`src/rtl/bus_arbiter85.sv`:
```
// ---------------------------------------------------------------------------
// bus_arbiter85
//   Shares the 8085 system bus between the CPU core and NREQ external bus
//   masters (DMA engines). The arbiter raises hold to the core. Once the core
//   answers with hlda, it grants the bus to one requester at a time in
//   round-robin order.
//
//   Optional feature macro: BUSARB_TIMEOUT_EN
//     defined   : a grant tenure is force-terminated after TOUT cycles. The
//                 victim is masked until its request is seen low once.
//     undefined : tenure is unbounded, tout is tied low.
//
// Ports
//   clk   in   1     system clock, all state on rising edge
//   rst_  in   1     asynchronous active-low reset
//   req   in   NREQ  level bus requests, one per master
//   hlda  in   1     hold acknowledge from the core
//   hold  out  1     hold request to the core
//   gnt   out  NREQ  one-hot bus grant (zero when none)
//   gidx  out  IDXW  index of current/last granted master
//   busy  out  1     high whenever the arbiter is not idle
//   tout  out  1     one-cycle pulse when a tenure is force-terminated
// ---------------------------------------------------------------------------
module bus_arbiter85 #(
   parameter int NREQ  = 4,
   parameter int IDXW  = 2,
   parameter int TOUT  = 200,
   parameter int TOUTW = 8
) (
   input  logic            clk,
   input  logic            rst_,
   input  logic [NREQ-1:0] req,
   input  logic            hlda,
   output logic            hold,
   output logic [NREQ-1:0] gnt,
   output logic [IDXW-1:0] gidx,
   output logic            busy,
   output logic            tout
);

   // Elaboration-time sanity checks on the parameter set.
   if (IDXW != $clog2(NREQ)) begin : g_bad_idxw
      $error("IDXW must equal clog2(NREQ)");
   end
   if (TOUT >= (1 << TOUTW)) begin : g_bad_tout
      $error("TOUT must be below 2**TOUTW");
   end

   typedef enum logic [2:0] {
      ST_IDLE  = 3'd0,
      ST_HREQ  = 3'd1,
      ST_GRANT = 3'd2,
      ST_RELS  = 3'd3,
      ST_DROP  = 3'd4
   } state_t;

   state_t          state_q, state_d;
   logic            hold_q, hold_d;
   logic [NREQ-1:0] gnt_q, gnt_d;
   logic [IDXW-1:0] gidx_q, gidx_d;
   logic            busy_q, busy_d;
   logic            tout_q, tout_d;
   logic [NREQ-1:0] avail_s;
   logic [IDXW-1:0] win_s;

`ifdef BUSARB_TIMEOUT_EN
   logic [NREQ-1:0]  mask_q, mask_d;
   logic [TOUTW-1:0] cnt_q, cnt_d;

   // Masked requesters are invisible to every transition.
   assign avail_s = req & ~mask_q;
`else
   assign avail_s = req;
`endif

   // Round-robin pick: first available request after the last granted index.
   always_comb begin
      win_s = gidx_q;
      for (int i = NREQ; i >= 1; i--) begin
         // Scanning backwards lets the nearest candidate overwrite farther ones.
         if (avail_s[(int'(gidx_q) + i) % NREQ]) begin
            win_s = IDXW'((int'(gidx_q) + i) % NREQ);
         end else begin
            win_s = win_s;
         end
      end
   end

   // Next-state and next-output logic.
   always_comb begin
      state_d = state_q;
      gidx_d  = gidx_q;
      tout_d  = 1'b0;
`ifdef BUSARB_TIMEOUT_EN
      mask_d  = mask_q & req;   // a mask bit clears once its request is seen low
      cnt_d   = cnt_q;
`endif
      case (state_q)
         ST_IDLE: begin
            if (|avail_s) begin
               state_d = ST_HREQ;
            end else begin
               state_d = ST_IDLE;
            end
         end
         ST_HREQ: begin
            if (!(|avail_s)) begin
               state_d = ST_DROP;
            end else if (hlda) begin
               state_d = ST_GRANT;
               gidx_d  = win_s;
`ifdef BUSARB_TIMEOUT_EN
               cnt_d   = {TOUTW{1'b0}};
`endif
            end else begin
               state_d = ST_HREQ;
            end
         end
         ST_GRANT: begin
            // Lost hlda takes precedence so gnt never outlives the acknowledge.
            if (!hlda) begin
               state_d = ST_HREQ;
            end else if (!req[gidx_q]) begin
               state_d = ST_RELS;
`ifdef BUSARB_TIMEOUT_EN
            end else if (cnt_q == TOUTW'(TOUT - 1)) begin
               state_d        = ST_RELS;
               tout_d         = 1'b1;
               mask_d[gidx_q] = 1'b1;
            end else begin
               cnt_d = cnt_q + {{(TOUTW-1){1'b0}}, 1'b1};
`else
            end else begin
               state_d = ST_GRANT;
`endif
            end
         end
         ST_RELS: begin
            // Hand over without dropping hold; only with hlda still present.
            if ((|avail_s) && hlda) begin
               state_d = ST_GRANT;
               gidx_d  = win_s;
`ifdef BUSARB_TIMEOUT_EN
               cnt_d   = {TOUTW{1'b0}};
`endif
            end else if (|avail_s) begin
               state_d = ST_HREQ;
            end else begin
               state_d = ST_DROP;
            end
         end
         ST_DROP: begin
            if (!hlda) begin
               state_d = ST_IDLE;
            end else begin
               state_d = ST_DROP;
            end
         end
         default: begin
            state_d = ST_IDLE;
         end
      endcase

      // Outputs follow the next state so they are registered with it.
      hold_d = (state_d == ST_HREQ) || (state_d == ST_GRANT) || (state_d == ST_RELS);
      busy_d = (state_d != ST_IDLE);
      gnt_d  = {NREQ{1'b0}};
      if (state_d == ST_GRANT) begin
         gnt_d[gidx_d] = 1'b1;
      end else begin
         gnt_d = {NREQ{1'b0}};
      end
   end

   // State and output registers.
   always_ff @(posedge clk or negedge rst_) begin
      if (!rst_) begin
         state_q <= ST_IDLE;
         hold_q  <= 1'b0;
         gnt_q   <= {NREQ{1'b0}};
         gidx_q  <= IDXW'(NREQ - 1);
         busy_q  <= 1'b0;
         tout_q  <= 1'b0;
      end else begin
         state_q <= state_d;
         hold_q  <= hold_d;
         gnt_q   <= gnt_d;
         gidx_q  <= gidx_d;
         busy_q  <= busy_d;
         tout_q  <= tout_d;
      end
   end

`ifdef BUSARB_TIMEOUT_EN
   // Tenure counter and timeout mask.
   always_ff @(posedge clk or negedge rst_) begin
      if (!rst_) begin
         mask_q <= {NREQ{1'b0}};
         cnt_q  <= {TOUTW{1'b0}};
      end else begin
         mask_q <= mask_d;
         cnt_q  <= cnt_d;
      end
   end
`endif

   assign hold = hold_q;
   assign gnt  = gnt_q;
   assign gidx = gidx_q;
   assign busy = busy_q;
   assign tout = tout_q;

endmodule

```
`config.mk`:
```
export PLATFORM = sky130hd
export DESIGN_NAME = bus_arbiter85
export DESIGN_NICKNAME = d
export VERILOG_FILES = /design/src/rtl/bus_arbiter85.sv
export SDC_FILE = /design/constraint.sdc
export NUM_CORES = 1
export LEC_CHECK = 0
export BUFFER_PORTS_ARGS = -buffer_cell sky130_fd_sc_hd__buf_2
export CORE_MARGIN = 4
export CORE_UTILIZATION = 35
export DETAILED_ROUTE_END_ITERATION = 16
export GPL_TIMING_DRIVEN = 0
export HOLD_SLACK_MARGIN = 0.02
export PLACE_DENSITY = 0.57
export SYNTH_ARGS = -nofsm -noshare
export SYNTH_HDL_FRONTEND = slang
export SYNTH_SLANG_ARGS = --single-unit
export TNS_END_PERCENT = 30
```
`constraint.sdc`:
```
create_clock -name clk -period 1.8 [get_ports clk]
set_input_delay 0.18 -clock clk [delete_from_list [all_inputs] [get_ports clk]]
set_output_delay 0.18 -clock clk [all_outputs]
set_load 0.02 [all_outputs]
```
==> results.yml, run 1 <==
yosys:
  syn_avg_cell_area_sq_um: 10.3
  syn-num-nets: 66
  ys_ff_latch: 11
  netlist.top_cell.by_area: "dfrtp_1"
  yosys.cell_types.count: 31
  synth.area.top_cells: "dfrtp_1, dfstp_2, mux4_2"
  netlist_instances: 59
  syn_area_sq_um: 609
  synth.top_cell.area_share: 0.370
  yosysWarningCount: 0
  seq_area_frac_synth: 0.456
timing:
  hold_viol: 0
  rsz0062_at_grt: "no"
  timing.final.crit_share: 0.948
  final-max-slew-violation-count: 0
  fin_ws_ns: 0.0931
  period_minus_slack_ns: 1.71
  whs_ns: 0.229
  totalNegativeSetupSlack_ns: 0
  skew_ns: 0.000382
  finalSetupViolCount: 0
  clock.fmax_mhz: 586
drt:
  first_pass_iters: 4
  drt_iter0_drc: 9
  vias: 500
  routedWlPerCell_um: 12.4
  drt-vias-per-instance: 5.32
  wirelength_um: 1160
  drc: 0
  final_antenna_net_count: 0
placement:
  dp_slack_ns: 0.107
  postPlaceCellArea_sq_um: 699
  dp_hpwl_um: 908
  place.gp.congestion: 0.783
  io_buffers: 14
global_routing:
  grt_pass1_wl_um: 1970
  gr-total-overflow: 0
  grt_start_max_net_pins: 12
  grt_usage: 0.107
  antenna_found_initial: 0
  grt_pass1_vias: 442
clocking:
  cts_max_path_buffers: 2
  clk_latency_ns: 0.26
  clock-sinks: 11
  root_buffer: "clkbuf_4"
  clkTransAtPathRegs_ns: 0.07
  ctsHoldBuffers: 1
  tritoncts: "done"
  htree_levels: 1
  cts_setup_buffers: 0
  numCtsBuffers: 3
  cts-resized-gates: 0
finish:
  diodes: 0
  layout.nets: 86
  drive_above_1_share: 0.372
  design_area_sq_um: 736
  area_growth_pct: 20.7
critical_path:
  crit_path_end_kind: "flip-flop"
  worstPathCellList: "buf_6, mux4_2, o2bb2ai_2, or3b_1, a21oi_2"
  crit_family: "flip-flops"
  required_ns: 1.94
  slowest_stage: "dfstp_2"
  crit_fanout: 9
  critPathKind: "reg2reg"
  max_stage_delay_ns: 0.54
  crit_buf_inv: 1
  cp.arrival_ns: 1.85
  cp-start-kind: "flip-flop"
die:
  die-area_sq_um: 2470
  core_sq_um: 1580
  die_y_um: 49.7
  fp.dieW_um: 49.7
  io_pins: 16
  num_rows: 14
  start_util: 0.387
power_and_ir_drop:
  p_total_uw: 962
  powerDensity_nw_per_um2: 1310
  max-vdd-ir-drop_mv: 0.527
  p_leak_nw: 0.338
status:
  status: "complete, no violations"
job:
  maxCapViolations: 0
min_path:
  hold_path_class: "in2reg"
==> metal layers <==
layer	wire, um	global-route usage
met1	553	0.131
met2	532	0.159
met3	39	0.0181
met4	37	0.0968
met5	0	0
==> cell type report <==
cell class	instances	area, sq um
plain buffers	2	18.8
multi-input cells	41	294
well taps	16	20.0
clock buffers	4	26.3
repair buffers	15	80.1
inverters	5	18.8
fillers	162	841
flip-flops and latches	11	278
==> worst min-delay path, cell delays in order <==
cell and delay [ns]:
buf_2 0.13, nand2_1 0.06, o32ai_1 0.08
==> report_power, final <==
group | total, mW | internal [mW] | leakage [nW] | switching (mW)
Sequential | 0.378 | 0.329 | 0.134 | 0.0489
Combinational | 0.420 | 0.171 | 0.189 | 0.249
Clock | 0.164 | 0.0857 | 0.0150 | 0.0786
==> per-stage QoR <==
stage | utilization | cells
after detailed placement | 0.444 | 89
final | 0.467 | 94
after floorplan | - | 59
after global routing | 0.467 | 94
after CTS | 0.467 | 94
after global placement | 0.444 | 89
==> state kept, by name (all words and copies together) (netlist names) <==
signal   cells
busy         1
gidx         2
gnt          4
hold         1
state_q      3
==> layout by cell type (no fill, tap or decap), types with 2 or more instances in the layout <==
cell	n
buf_2	14
dfstp_2	2
nor2_1	3
nand3b_1	2
and3b_1	2
nand2b_1	3
clkbuf_4	3
nand2_1	4
or2_2	2
a21oi_1	4
inv_1	5
dfrtp_1	9
o21ai_0	3
==> synth_stat cells <==
cell,n
a2111oi_2,1
a21boi_0,1
a21oi_1,4
a21oi_2,1
and3b_1,2
buf_4,1
buf_6,1
conb_1,1
dfrtp_1,9
dfstp_2,2
inv_1,5
mux4_2,1
nand2_1,4
nand2b_1,3
nand3_1,1
nand3b_1,2
nand4_1,1
nor2_1,3
nor3_1,1
nor3_2,1
nor4_2,1
nor4bb_1,1
o2111ai_1,1
o21a_1,1
o21ai_0,3
o21ai_1,1
o221ai_1,1
o2bb2ai_2,1
o32ai_1,1
or2_2,2
or3b_1,1
==> final timing paths <==
path                       startpoint          to  slack, ns  cells after the start
setup / recovery              gidx[1]      gnt[2]       0.09                      5
hold / removal                   hlda  state_q[2]       0.23                      3
setup reg to reg              gidx[1]      gnt[2]       0.09                      5
hold reg to reg            state_q[1]  state_q[2]       0.57                      1
max in group asynchronous        rst_     gidx[0]       1.24                      2
min in group asynchronous        rst_      gnt[1]       0.30                      2
==> logic make-up (layout without fill, tap and decap cells) <==
| logic type | Yosys count | count (layout) | share of synthesized area |
|---|---|---|---|
| flip-flops | 11 | 11 | 0.456 |
| AND/OR/NAND/NOR | 23 | 23 | 0.242 |
| multiplexers | 1 | 1 | 0.0370 |
| other | 1 | 1 | 0.00615 |
| buffers and inverters | 7 | 26 | 0.0616 |
| AO/OA/AOI/OAI | 16 | 16 | 0.197 |
(Power assumes the default switching activity.)
==> inputs of run 2 (changes only) <==
ABC_AREA = 1   (was unset)
GPL_TIMING_DRIVEN = unset   (was 0)
PLACE_DENSITY = 0.56   (was 0.57)
==> run 2 against run 1 <==
Area after synthesis rose by 18%; highest routed layer is now met3; count of clock-buffer cells in the layout stayed put; flip-flop and latch count is the same; global-route usage fell by 0.34 points; die area grew 15%; sequential power grew 12%.
==> results.yml, run 2 <==
status:
  status: "complete, no violations"
placement:
  place_inst: 140
  io_buffers: 14
  dp_hpwl_um: 1030
  place.gp.congestion: 0.795
  dp_slack_ns: 0.268
  postPlaceCellArea_sq_um: 802
global_routing:
  grt_pass1_vias: 546
  antenna_found_initial: 0
  grt_pass1_wl_um: 2190
  gr-total-overflow: 0
  grt_start_max_net_pins: 12
  grt_usage: 0.104
yosys:
  yosysMostFrequentCell: "nand2_1"
  seq_area_frac_synth: 0.387
  synth.area.top_cells: "dfrtp_1, nand2_1, nand2_2"
  syn-num-nets: 108
  synth_ff_type: "dfrtp_1"
  syn_area_sq_um: 717
  yosysWarningCount: 0
  ys_ff_latch: 11
  netlist_instances: 101
  yosys.cell_types.count: 21
  ys_top_cells_by_count: "nand2_1, inv_1, nand2_2"
  netlist.top_cell.by_area: "dfrtp_1"
  ys_async_sr_fraction: 1.00
  syn_avg_cell_area_sq_um: 7.10
  synth.top_cell.area_share: 0.314
  synth_edf_count: 0
power_and_ir_drop:
  powerDensity_nw_per_um2: 1660
  max-vdd-ir-drop_mv: 0.640
  p_total_mw: 1.39
  p_leak_nw: 0.492
timing:
  timing.final.crit_share: 0.849
  period_minus_slack_ns: 1.53
  finalSetupViolCount: 0
  fin_ws_ns: 0.272
  totalNegativeSetupSlack_ns: 0
  whs_ns: 0.232
  skew_ns: 0.00316
  final-max-slew-violation-count: 0
  hold_viol: 0
  clock.fmax_mhz: 654
  rsz0062_at_grt: "no"
critical_path:
  cp-start-kind: "flip-flop"
  required_ns: 1.96
  crit_fanout: 9
  crit_path_end_kind: "flip-flop"
  critPathKind: "reg2reg"
  cp.arrival_ns: 1.69
clocking:
  clkTransAtPathRegs_ns: 0.06
  cts_max_path_buffers: 2
  cts-resized-gates: 0
  htree_levels: 1
  cts_setup_buffers: 0
  tritoncts: "done"
  numCtsBuffers: 3
  clock-sinks: 11
  clk_latency_ns: 0.26
  root_buffer: "clkbuf_4"
drt:
  routedWlPerCell_um: 8.54
  first_pass_iters: 4
  drt_iter0_drc: 12
  wirelength_um: 1240
  drt-vias-per-instance: 4.26
  vias: 618
  drc: 0
  final_antenna_net_count: 0
finish:
  area_growth_pct: 16.9
  fillers: 227
  drive_above_1_share: 0.356
  final_util: 0.427
  layout.nets: 126
  layout_commonest_cell: "nand2_1"
  design_area_sq_um: 838
  layoutNonFillerInstCount: 145
  final_cell_mix: "nand2_1, buf_2, inv_1, nand2_2, dfrtp_1"
  largest_reg_flops: 4
  diodes: 0
die:
  num_rows: 16
  die_y_um: 53.3
  core_sq_um: 1960
  start_util: 0.365
  die-area_sq_um: 2840
  fp.dieW_um: 53.3
  io_pins: 16
job:
  maxCapViolations: 0
min_path:
  hold_path_class: "in2reg"
-- run 2: changes by cell type after synthesis, sizes merged, moves of 3 or more --
cell and change:
nand2b -3, nor2 +4, a21oi -5, nand2 +45, nand3 +7, inv +12, o21ai -3
-- run 2: critical path, cell delays in order, from the launching register on --
cell	delay, ns
dfstp_2	0.65
inv_6	0.07
nand2_1	0.08
nand2_1	0.06
nand2_1	0.08
nand2_2	0.06
nor2_2	0.07
nand2_1	0.06
nand2_2	0.09
nand2_4	0.06
nand2_2	0.08
nor2_1	0.05
-- run 2: cells by family after synthesis --
logic type	after synthesis	share of synthesized area
DFF	11	0.387
buffers and inverters	19	0.122
AOI/OAI and AO/OA	2	0.0174
and+or+nand+nor	68	0.468
other	1	0.00523
-- run 2: repair_timing --
action	in CTS	in global routing
hold buffers	1	0
hold endpoints to repair	11	0
endpoints found under the setup margin	0	0
-- run 2: routing by layer --
layer | global-route usage | vias to the layer above | wire, um
met3 | 0.0423 | 0 | 50
li1 | - | 334 | -
met4 | 0.0255 | 0 | 0
met1 | 0.140 | 274 | 589
met2 | 0.151 | 10 | 598
met5 | 0 | - | 0
-- run 2: area by class of cell --
class	count	area, sq um	area share
clock buffer	4	26.3	0.0313
inverter	17	68.8	0.0821
multi-input combinational	71	352	0.419
sequential	11	278	0.331
tap	27	33.8	0.0403
timing repair buffer	15	80.1	0.0955
-- run 2: path summary, 6_finish.rpt --
check / startpoint / endpoint / slack, ns / depth (start not counted)
min reg2reg: state_q[0] / state_q[1] / 0.60 / 3
max: gidx[0] / gnt[2] / 0.27 / 11
min: hlda / state_q[1] / 0.23 / 3
max reg2reg: gidx[0] / gnt[2] / 0.27 / 11
max in group asynchronous: rst_ / gidx[1] / 1.24 / 2
min in group asynchronous: rst_ / gnt[0] / 0.31 / 2
-- run 2: report_power, final --
part           leakage [nW]  internal, mW  switching (mW)
registers             0.136         0.349          0.0765
logic                 0.341         0.279           0.525
clock network        0.0150        0.0856          0.0738
total                 0.492         0.713           0.676
